[src/rtl/spd_i2c_arbiter.sv]
// Round-robin arbiter granting several SPD requesters access to one I2C byte engine.
// Each transaction: IDLE -> START (engine kick) -> WAIT (done or timeout) -> RESP (done pulse).
module spd_i2c_arbiter #(
  parameter int NUM_REQ        = 4,
  parameter int TIMEOUT_CYCLES = 65535
) (
  input  logic                 i_clk,
  input  logic                 i_rst,
  input  logic [NUM_REQ-1:0]   i_req,
  input  logic [7*NUM_REQ-1:0] i_req_slave,
  input  logic [8*NUM_REQ-1:0] i_req_reg,
  input  logic [NUM_REQ-1:0]   i_req_rw,
  input  logic [8*NUM_REQ-1:0] i_req_wdata,
  output logic [NUM_REQ-1:0]   o_gnt,
  output logic [NUM_REQ-1:0]   o_done,
  output logic [7:0]           o_rdata,
  output logic                 o_nack,
  output logic                 o_timeout,
  output logic                 o_eng_start,
  output logic                 o_eng_abort,
  output logic [6:0]           o_eng_slave,
  output logic [7:0]           o_eng_reg,
  output logic                 o_eng_rw,
  output logic [7:0]           o_eng_wdata,
  input  logic                 i_eng_busy,
  input  logic                 i_eng_done,
  input  logic                 i_eng_nack,
  input  logic [7:0]           i_eng_rdata
);

  localparam int          IW       = (NUM_REQ > 1) ? $clog2(NUM_REQ) : 1;
  localparam logic [15:0] TMO_LAST = 16'(TIMEOUT_CYCLES - 1);

  typedef enum logic [1:0] {
    S_IDLE  = 2'd0,
    S_START = 2'd1,
    S_WAIT  = 2'd2,
    S_RESP  = 2'd3
  } state_e;

  state_e              state_q, state_d;
  logic [IW-1:0]       rr_ptr_q, rr_ptr_d, win_q, win_d;
  logic [15:0]         cnt_q, cnt_d;
  logic [NUM_REQ-1:0]  gnt_q, gnt_d, done_q, done_d;
  logic                start_q, start_d, abort_q, abort_d;
  logic [7:0]          rdata_q, rdata_d;
  logic                nack_q, nack_d, tmo_q, tmo_d;
  logic [6:0]          slave_q, slave_d;
  logic [7:0]          reg_q, reg_d, wdata_q, wdata_d;
  logic                rw_q, rw_d;
  logic                found_s;
  logic [IW-1:0]       pick_s;
  int                  idx_s;

  // Round-robin scan: first active request at or after rr_ptr, wrapping.
  always_comb begin
    found_s = 1'b0;
    pick_s  = '0;
    idx_s   = 0;
    for (int i = 0; i < NUM_REQ; i++) begin
      idx_s = int'(rr_ptr_q) + i;
      if (idx_s >= NUM_REQ) begin
        idx_s = idx_s - NUM_REQ;
      end else begin
        idx_s = idx_s;
      end
      if (!found_s && i_req[IW'(idx_s)]) begin
        found_s = 1'b1;
        pick_s  = IW'(idx_s);
      end else begin
        found_s = found_s;
      end
    end
  end

  // Next-state and registered-output logic.
  always_comb begin
    state_d  = state_q;
    rr_ptr_d = rr_ptr_q;
    win_d    = win_q;
    cnt_d    = cnt_q;
    gnt_d    = gnt_q;
    done_d   = '0;
    start_d  = 1'b0;
    abort_d  = 1'b0;
    rdata_d  = rdata_q;
    nack_d   = nack_q;
    tmo_d    = tmo_q;
    slave_d  = slave_q;
    reg_d    = reg_q;
    rw_d     = rw_q;
    wdata_d  = wdata_q;
    case (state_q)
      S_IDLE: begin
        if (found_s && !i_eng_busy) begin
          state_d = S_START;
          win_d   = pick_s;
          gnt_d   = {{(NUM_REQ-1){1'b0}}, 1'b1} << pick_s;
          start_d = 1'b1;
          slave_d = 7'(i_req_slave >> (7 * int'(pick_s)));
          reg_d   = 8'(i_req_reg >> (8 * int'(pick_s)));
          wdata_d = 8'(i_req_wdata >> (8 * int'(pick_s)));
          rw_d    = i_req_rw[pick_s];
        end else begin
          state_d = S_IDLE;
        end
      end
      S_START: begin
        cnt_d   = 16'd0;
        state_d = S_WAIT;
      end
      S_WAIT: begin
        // Completion wins over timeout when both land on the last counted cycle.
        if (i_eng_done) begin
          rdata_d = i_eng_rdata;
          nack_d  = i_eng_nack;
          tmo_d   = 1'b0;
          done_d  = gnt_q;
          state_d = S_RESP;
        end else if (cnt_q == TMO_LAST) begin
          abort_d = 1'b1;
          rdata_d = 8'd0;
          nack_d  = 1'b0;
          tmo_d   = 1'b1;
          done_d  = gnt_q;
          cnt_d   = cnt_q + 16'd1;
          state_d = S_RESP;
        end else begin
          cnt_d = cnt_q + 16'd1;
        end
      end
      S_RESP: begin
        gnt_d    = '0;
        rr_ptr_d = (win_q == IW'(NUM_REQ - 1)) ? '0 : win_q + IW'(1);
        state_d  = S_IDLE;
      end
      default: begin
        state_d = S_IDLE;
      end
    endcase
  end

  // State and output registers with synchronous reset.
  always_ff @(posedge i_clk) begin
    if (i_rst) begin
      state_q  <= S_IDLE;
      rr_ptr_q <= '0;
      win_q    <= '0;
      cnt_q    <= 16'd0;
      gnt_q    <= '0;
      done_q   <= '0;
      start_q  <= 1'b0;
      abort_q  <= 1'b0;
      rdata_q  <= 8'd0;
      nack_q   <= 1'b0;
      tmo_q    <= 1'b0;
      slave_q  <= 7'd0;
      reg_q    <= 8'd0;
      rw_q     <= 1'b0;
      wdata_q  <= 8'd0;
    end else begin
      state_q  <= state_d;
      rr_ptr_q <= rr_ptr_d;
      win_q    <= win_d;
      cnt_q    <= cnt_d;
      gnt_q    <= gnt_d;
      done_q   <= done_d;
      start_q  <= start_d;
      abort_q  <= abort_d;
      rdata_q  <= rdata_d;
      nack_q   <= nack_d;
      tmo_q    <= tmo_d;
      slave_q  <= slave_d;
      reg_q    <= reg_d;
      rw_q     <= rw_d;
      wdata_q  <= wdata_d;
    end
  end

  assign o_gnt       = gnt_q;
  assign o_done      = done_q;
  assign o_rdata     = rdata_q;
  assign o_nack      = nack_q;
  assign o_timeout   = tmo_q;
  assign o_eng_start = start_q;
  assign o_eng_abort = abort_q;
  assign o_eng_slave = slave_q;
  assign o_eng_reg   = reg_q;
  assign o_eng_rw    = rw_q;
  assign o_eng_wdata = wdata_q;

endmodule

[config.mk]
export PLATFORM = sky130hd
export DESIGN_NAME = spd_i2c_arbiter
export DESIGN_NICKNAME = d
export VERILOG_FILES = /design/src/rtl/spd_i2c_arbiter.sv
export SDC_FILE = /design/constraint.sdc
export NUM_CORES = 1
export LEC_CHECK = 0
export ABC_AREA = 1
export BUFFER_PORTS_ARGS = -buffer_cell sky130_fd_sc_hd__buf_2
export CAP_MARGIN = 20
export CORE_MARGIN = 2
export CORE_UTILIZATION = 48
export DETAILED_ROUTE_END_ITERATION = 8
export GPL_TIMING_DRIVEN = 0
export PLACE_DENSITY = 0.82
export REMOVE_ABC_BUFFERS = 1
export SLEW_MARGIN = 10
export SYNTH_ARGS = -nofsm -noshare
export SYNTH_HDL_FRONTEND = slang
export SYNTH_SLANG_ARGS = --single-unit
[constraint.sdc]
create_clock -name i_clk -period 2.4 [get_ports i_clk]
set_input_delay 0.36 -clock i_clk [delete_from_list [all_inputs] [get_ports i_clk]]
set_output_delay 0.36 -clock i_clk [all_outputs]
set_load 0.05 [all_outputs]
==> results.yml, run 1 <==
detailed_routing:
  wirelength_mm: 10.6
  dr.pass1.iters: 5
  final_antenna_net_count: 0
  post_drt_via_cell_ratio: 5.08
  drc: 0
  wl_per_cell_um: 12.7
  vias: 4256
  drt_iter0_markers: 140
yosys:
  synth_edf_count: 0
  async_flop_share: 0
  synthesis.area_um2: 3760
  synth_ff_type: "dfxtp_1"
  ys_warn_count: 0
  syn_area_per_cell_um2: 6.46
  yosysSeqAreaShare: 0.351
  ys_seq_elements: 66
  syn_inst: 582
  synth_cell_type_count: 41
grt:
  grt_pass1_vias: 3816
  grt_pass1_wl_mm: 16.8
  antenna_found_initial: 0
  overflow: 0
  grt_use_total: 0.240
  grt_start_max_net_pins: 55
layout:
  largest_reg_flops: 16
  area_delta_synth_final_pct: 28.3
  layout.cells.non_filler: 837
  drive_above_1_share: 0.271
  nNetsFinal: 850
  largest_register: "cnt_q"
  diodes: 0
sta:
  fmaxAchievable_mhz: 457
  post-route-period-util: 0.913
  tightest_slew_ps: 758
  hold_viol: 0
  skew_ps: 10.8
  maxSlewViolCount: 0
  setup_tns_ps: 0
  slew_headroom: 0.494
  finalSetupViolCount: 0
  layout_min_cycle_time_ps: 2190
status:
  status: "finished, final reports clean"
power_and_ir_drop:
  p_leak_nw: 2.45
  powerDensity_nw_per_um2: 984
  ir_worst_vdd_mv: 0.447
place:
  port_buffers: 156
  dpl.cell_count: 815
  dp_hpwl_mm: 7.37
  routabilityCongestion: 0.912
die:
  core_area_um2: 7650
  io_pins: 157
  die_w_um: 92.5
  fp-row-count: 32
  start_util: 0.492
  die_area_um2: 8560
  die_y_um: 92.5
worst_setup_path:
  r2r-start: "rr_ptr_q[0]"
  cp-start-kind: "flop"
  r2r_setup_slack_ps: 210
  critPathArrivalTime_ps: 2420
  worstRegToRegCells: 14
  critPathKind: "reg2reg"
  cp-end-kind: "flop"
  r2r_end: "o_eng_reg[2]"
  cp_max_fo: 21
  worstPathRequired_ps: 2630
clock_network:
  clock-sinks: 66
  numCtsBuffers: 9
  htreeDepth: 3
  path_clk_slew_ps: 80
  clockBufferDepth: 2
  cts.hold.buffers_added: 0
  cts_tree: "built"
  clock-root-buffer: "clkbuf_8"
  insertion_delay_ps: 340
min_path:
  min_path_cells: 3
  worstHoldStart: "i_eng_rdata[2]"
  hold_path_end: "o_rdata[2]"
  hp-class: "in2reg"
job:
  cap_violations: 0
cell type report:
type,instances,area [µm²]
Fill cell,727,2820
Multi-Input combinational cell,450,2170
Inverter,44,175
Clock buffer,12,155
Timing Repair Buffer,159,816
Clock inverter,4,50.0
Sequential cell,66,1330
Tap cell,102,128
worst max-delay path, cell delays in order, from the launching register on:
cell and delay, ps:
dfxtp_4 440, inv_2 110, nand2_1 100, nand3_1 120, nand2_2 120, nor2_1 60
nor2_1 270, nand2_8 190, nand2_8 190, nor2_4 60, buf_4 150, nand2_1 60
nand2_1 50, nor2_1 110, nor2_1 40
layer usage:
metal	GRT usage	share of wire	wire length (µm)
met1	0.278	0.42	4460
met2	0.429	0.49	5200
met3	0.0513	0.072	767
met4	0.0983	0.020	209
met5	0	0	0
cells in the final DEF (no fill, tap or decap), types with 2 or more instances in the layout:
cell          n
nor3_1        3
nand2_2       2
nor2_4        3
ha_1          7
nand2_4       4
nand3_2       4
o21ai_0      25
nor2_1       75
a21oi_1      24
a22oi_1       7
a211oi_1      2
buf_2       156
inv_2         3
clkinvlp_4    2
nand3_1      96
dfxtp_1      65
a311oi_1      2
buf_4         2
inv_1        38
clkbuf_8     11
nand4_1       2
nand2_8       2
nand2_1     178
worst max path at each step:
| stage | from | endpoint | cells after the start |
|---|---|---|---|
| after global placement | rr_ptr_q[0] | o_eng_slave[1] | 13 |
| after floorplan | rr_ptr_q[0] | o_eng_reg[2] | 13 |
| after global routing | rr_ptr_q[0] | o_eng_reg[4] | 14 |
| after detailed placement | rr_ptr_q[0] | o_eng_reg[2] | 13 |
| after CTS | rr_ptr_q[0] | o_eng_reg[0] | 13 |
| final | rr_ptr_q[0] | o_eng_reg[2] | 14 |
cells in the mapped netlist, types with 2 or more instances:
master | instances | area, µm²
clkbuf_1 | 5 | 18.8
a311oi_1 | 2 | 17.5
nand2_1 | 178 | 668
nand4_1 | 2 | 12.5
inv_2 | 5 | 18.8
buf_2 | 11 | 55.1
dfxtp_1 | 66 | 1320
inv_1 | 38 | 143
o21ai_0 | 25 | 125
a21oi_1 | 24 | 120
nand2_4 | 2 | 22.5
nand3_1 | 96 | 480
buf_6 | 4 | 45.0
a211oi_1 | 2 | 15.0
nor2_4 | 2 | 22.5
buf_4 | 3 | 22.5
nor2_1 | 75 | 282
nand3_2 | 3 | 30.0
a22oi_1 | 7 | 52.6
ha_1 | 7 | 87.6
nor3_1 | 3 | 15.0
nand2_2 | 3 | 18.8
what timing repair did:
action,CTS,global route
setup endpoints to repair,28,31
gates cloned,0,3
pin swaps,1,3
setup buffers,0,3
resized for setup,5,5
through the flow:
| stage | utilization | setup slack [ps] | total power, mW | instance area, µm² | hold slack (ps) |
|---|---|---|---|---|---|
| finish | 0.631 | 210 | 4.74 | 4820 | 273 |
| global route | 0.631 | -5.93 | 5.07 | 4820 | 275 |
| CTS | 0.619 | 39.3 | 4.67 | 4740 | 265 |
| detailed placement | 0.591 | -316 | 3.71 | 4520 | 451 |
| global placement | 0.591 | -244 | 3.66 | 4520 | 447 |
| floorplan | - | 271 | 3.13 | 3610 | 429 |
cell families after synthesis:
| logic type | Yosys count | share of synthesized area |
|---|---|---|
| buffers and inverters | 69 | 0.0839 |
| adders and majority gates | 7 | 0.0233 |
| xor gates and xnor gates | 1 | 0.00233 |
| and+or+nand+nor | 372 | 0.437 |
| AOI/OAI and AO/OA | 67 | 0.102 |
| DFF | 66 | 0.351 |
report_power, final:
part,total [mW],switching [mW],internal [mW]
Clock,0.954,0.419,0.535
Sequential,1.40,0.112,1.29
Combinational,2.39,1.73,0.654
Total,4.74,2.26,2.48
Note: power is estimated with default switching activity, not from simulation.
==> inputs of run 2 (changes only) <==
==> constraint.sdc (replaced) <==
create_clock -name i_clk -period 2.05 [get_ports i_clk]
set_input_delay 0.3075 -clock i_clk [delete_from_list [all_inputs] [get_ports i_clk]]
set_output_delay 0.3075 -clock i_clk [all_outputs]
set_load 0.05 [all_outputs]
==> run 2 against run 1 <==
Compared with the run above:
- combinational power increased by 36%
- power increased by 27%
- fmax increased by 8.7%
- clock power increased by 17%
- non-clock buffer count increased by 18
- sequential cell count unchanged
- register-to-register slack got worse by 180 ps
- core utilization increased by 4.4 points
- final cell count increased by 2.7%
- critical path depth decreased by 3
- first-iteration DRC count increased by 62%
- global-route usage increased by 3.3 points
- critical path type unchanged
==> results.yml, run 2 (synthesized netlist as in run 1, its figures left out) <==
status:
  status: "finished, final reports clean"
power_and_ir_drop:
  powerDensity_nw_per_um2: 1170
  ir_worst_vdd_mv: 0.463
  p_leak_nw: 2.57
worst_setup_path:
  r2r_setup_slack_ps: 30
  critical-path-slowest-cell: "dfxtp_4"
  critPathKind: "reg2reg"
  cp-end-kind: "flop"
  critPathTopFamily: "simple AND/OR/NAND/NOR gates"
  cp-start-kind: "flop"
  crit_buf_inv: 2
  crit_chain: "buf_6, nand2_1, nand3_2, nand2_4, nor2_4, nand3_4, nand3_4, inv_8, nor2_4, nand2_1, a21oi_1"
  max_stage_delay_ps: 400
  worstPathRequired_ps: 2290
  critPathArrivalTime_ps: 2260
  cp_max_fo: 28
job:
  cap_violations: 0
layout:
  area_delta_synth_final_pct: 37.3
  fillers: 669
  diodes: 0
  final_cell_mix: "nand2_1 (169), buf_2 (156), nand3_1 (95)"
  final_common_cell: "nand2_1"
  multi_input_area_um2: 2340
  fin_util: 0.675
  largest_reg_flops: 16
  nNetsFinal: 873
  drive_above_1_share: 0.314
  layout.cells.non_filler: 860
  largest_register: "cnt_q"
  seqCellArea_um2: 1330
sta:
  maxSlewViolCount: 0
  tightest_slew_ps: 764
  fmaxAchievable_mhz: 496
  finalSetupViolCount: 0
  slew_headroom: 0.490
  layout_min_cycle_time_ps: 2020
  setup_tns_ps: 0
  skew_ps: 9.32
  hold_viol: 0
  post-route-period-util: 0.983
detailed_routing:
  final_antenna_net_count: 0
  wl_per_cell_um: 13.8
  drc: 0
  post_drt_via_cell_ratio: 5.19
  drt_iter0_markers: 227
  dr.pass1.iters: 5
  vias: 4466
  wirelength_mm: 11.9
die:
  start_util: 0.492
  core_area_um2: 7650
  die_area_um2: 8560
  fp-row-count: 32
  io_pins: 157
  die_y_um: 92.5
  die_w_um: 92.5
clock_network:
  numCtsBuffers: 9
  clockBufferDepth: 2
  clock-root-buffer: "clkbuf_8"
  clock-sinks: 66
  insertion_delay_ps: 340
  htreeDepth: 3
  cts_tree: "built"
  cts.hold.buffers_added: 0
  path_clk_slew_ps: 70
grt:
  grt_pass1_vias: 4036
  grt_use_total: 0.273
  antenna_found_initial: 0
  grt_start_max_net_pins: 53
  grt_pass1_wl_mm: 18.6
  overflow: 0
place:
  dp_hpwl_mm: 7.37
  port_buffers: 156
  routabilityCongestion: 0.912
  dpl.cell_count: 815
min_path:
  hp-class: "in2reg"
run 2: final timing paths:
path                  startpoint          to  depth (start not counted)
setup / recovery     rr_ptr_q[0]    o_gnt[3]                         11
hold / removal    i_eng_rdata[3]  o_rdata[3]                          3
setup reg to reg     rr_ptr_q[0]    o_gnt[3]                         11
hold reg to reg         o_gnt[0]   o_done[0]                          2
run 2: layer usage:
metal / up-vias / routed length (µm) / global-route usage
li1: 2254 / - / -
met1: 2023 / 4940 / 0.331
met2: 168 / 5970 / 0.475
met3: 21 / 765 / 0.0480
met4: 0 / 215 / 0.117
met5: - / 0 / 0
run 2: layout make-up:
type                            count  share of cell area
Multi-Input combinational cell    455               0.453
Sequential cell                    66               0.257
Timing Repair Buffer              177               0.190
Inverter                           44              0.0354
Clock buffer                       12              0.0301
Tap cell                          102              0.0247
Clock inverter                      4             0.00969
run 2: worst min-delay path, cell delays in order:
cell,delay [ps]
buf_2,80
a22oi_1,60
nor2_1,70
run 2: metrics by stage:
step | instance area [µm²] | worst slack, ps | hold WS, ps | power, mW
after global placement | 4520 | -594 | 447 | 4.28
after CTS | 4970 | 6.65 | 213 | 5.80
final | 5160 | 34.6 | 222 | 6.02
after detailed placement | 4520 | -666 | 451 | 4.34
after global routing | 5160 | -111 | 220 | 6.39
after floorplan | 3610 | -78.8 | 377 | 3.66
run 2: timing repair:
action / 4_1_cts / 5_1_grt
setup buffers: 11 / 10
gates resized for setup: 17 / 25
pin swaps: 8 / 14
endpoints found under the setup margin: 32 / 37
cloned: 7 / 1
run 2: power by group:
| group | leakage, nW | internal, mW | switching (mW) |
|---|---|---|---|
| clock network | 0.0986 | 0.627 | 0.496 |
| registers | 0.540 | 1.51 | 0.135 |
| logic | 1.93 | 1.01 | 2.24 |
==> inputs of run 3 (changes only) <==
--- a/config.mk
+++ b/config.mk
@@ -8,7 +8,7 @@
 export ABC_AREA = 1
 export BUFFER_PORTS_ARGS = -buffer_cell sky130_fd_sc_hd__buf_2
 export CAP_MARGIN = 20
-export CORE_MARGIN = 2
+export CORE_MARGIN = 3
 export CORE_UTILIZATION = 48
 export DETAILED_ROUTE_END_ITERATION = 8
 export GPL_TIMING_DRIVEN = 0
==> run 3 against run 2 <==
Compared with the run above:
- the flow now finishes with violations (setup timing)
- routed wire length rose by 14%
- sequential share of layout area fell by 1.3 points
- via count rose by 7.4%
- clock power rose by 9%
- setup slack got worse by 41 ps
- die area rose by 4.4%
- first-iteration DRC count rose by 67%
- worst hold slack got worse by 23 ps
- global-route usage barely moved
- non-clock buffer count rose by 15
- fmax fell by 2.0%
- count of clock-buffer cells in the layout fell by 2
- critical path type unchanged
==> results.yml, run 3 (synthesized netlist as in run 1, its figures left out) <==
clock_network:
  clock-sinks: 66
  numCtsBuffers: 9
  insertion_delay_ps: 360
  path_clk_slew_ps: 80
  clockBufferDepth: 2
  clock-root-buffer: "clkbuf_8"
  htreeDepth: 3
  cts_tree: "built"
detailed_routing:
  wirelength_mm: 13.6
  vias: 4798
  wl_per_cell_um: 15.6
  drc: 0
  final_antenna_net_count: 0
  post_drt_via_cell_ratio: 5.49
  drt_iter0_markers: 379
  dr.pass1.iters: 5
status:
  violations: "setup timing"
  status: "finished with violations"
place:
  port_buffers: 156
  routabilityCongestion: 0.913
  dp_hpwl_mm: 7.81
  placed_area_um2: 4510
grt:
  grt.busiest_layer: "met2"
  grt_start_max_net_pins: 53
  grt_pass1_vias: 4269
  grt_use_total: 0.273
  grt_pass1_wl_mm: 19.3
  grt_use_met2: 0.460
  grt_use_met1: 0.330
  overflow: 0
  antenna_found_initial: 0
  use_met3: 0.0622
worst_setup_path:
  endpoint: "o_eng_wdata[2]"
  crit_chain: "buf_6, buf_6, nand2_2, nand2_2, nand2_2, nand2_4, nand4_1, nand3_4, buf_12, nor2_4, nand2_1, nand3_2, nor2_2, nor2_1"
  r2r-start: "rr_ptr_q[0]"
  worstPathRequired_ps: 2350
  cp-end-kind: "flop"
  r2r_end: "o_eng_wdata[2]"
  critical_path_cell_count: 14
  path_common_cell: "nand2_2"
  cp_max_fo: 8
  r2r_setup_slack_ps: -6
  crit_buf_inv: 3
  worstRegToRegCells: 14
  critPathTopFamily: "simple AND/OR/NAND/NOR gates"
  critical-path-slowest-cell: "dfxtp_4"
  cp-start-kind: "flop"
  cp-startpoint: "rr_ptr_q[0]"
  critPathArrivalTime_ps: 2350
  critPathKind: "reg2reg"
  max_stage_delay_ps: 380
sta:
  skew_ps: 12.8
  layout_min_cycle_time_ps: 2060
  finalSetupViolCount: 2
  maxSlewViolCount: 0
  hold_slack_ps: 199
  fmaxAchievable_mhz: 486
  fin_ws_ps: -6.43
  post-route-period-util: 1.00
  rsz0062_at_grt: "yes"
  tightest_slew_ps: 820
  slew_headroom: 0.453
  hold_viol: 0
layout:
  nNetsFinal: 890
  largest_register: "cnt_q"
  drive_above_1_share: 0.347
  largest_reg_flops: 16
  fin_util: 0.735
  area_delta_synth_final_pct: 44.8
  fin_area_um2: 5440
  final_cell_mix: "nand2_1 (165), buf_2 (156), nand3_1 (90)"
  diodes: 0
  final_common_cell: "nand2_1"
power_and_ir_drop:
  p_leak_nw: 2.72
  powerDensity_nw_per_um2: 1200
  ir_worst_vdd_mv: 0.697
job:
  cap_violations: 0
min_path:
  hp-class: "in2reg"
  worstHoldStart: "i_eng_rdata[5]"
die:
  fp-row-count: 31
  die_w_um: 94.5
  die_area_um2: 8930
  start_util: 0.508
  die_y_um: 94.5
  io_pins: 157
  core_area_um2: 7410
[run 3: cell type report]
class / instances / area (µm²)
flip-flops and latches: 66 / 1330
repair inverters: 3 / 31.3
well taps: 99 / 124
fillers: 584 / 1970
multi-input cells: 454 / 2390
clock inverters: 6 / 91.3
clock buffers: 10 / 128
inverters: 44 / 206
repair buffers: 192 / 1140
[run 3: repair_timing]
item | 4_1_cts | 5_1_grt
setup endpoints to repair | 32 | 32
pin swaps | 9 | 31
setup buffers | 20 | 16
gates resized for setup | 19 | 46
hold buffers | 0 | 0
cloned | 5 | 5
[run 3: worst min-delay path by stage]
stage / endpoint / slack, ps / depth (start not counted)
global placement: o_rdata[0] / 450 / 2
detailed placement: o_rdata[6] / 450 / 2
floorplan: cnt_q[5] / 380 / 1
CTS: o_rdata[0] / 200 / 3
finish: o_rdata[5] / 200 / 3
global route: o_rdata[0] / 200 / 3
[run 3: worst min-delay path, delay by kind of cell]
kind	cells	cell delay, ps
compound gates	1	70
simple gates	1	80
buf+inv	1	70
[run 3: stage by stage]
step	total power, mW	cells	setup WS (ps)	TNS, ps
finish	6.51	874	-6.43	-8.90
global route	6.87	874	-117	-1650
CTS	5.97	853	2.32	0
detailed placement	4.36	812	-741	-16730
global placement	4.30	812	-652	-13820
floorplan	3.66	557	-78.8	-1000
[run 3: power by group]
part / total [mW] / internal [mW] / switching (mW)
sequential: 1.65 / 1.51 / 0.141
combinational: 3.64 / 1.18 / 2.45
clock: 1.22 / 0.687 / 0.535
[run 3: routing by layer]
layer / vias up / share of wire
met1: 2181 / 0.39
met5: - / 0
met2: 283 / 0.49
li1: 2285 / -
met4: 0 / 0.034
met3: 49 / 0.092
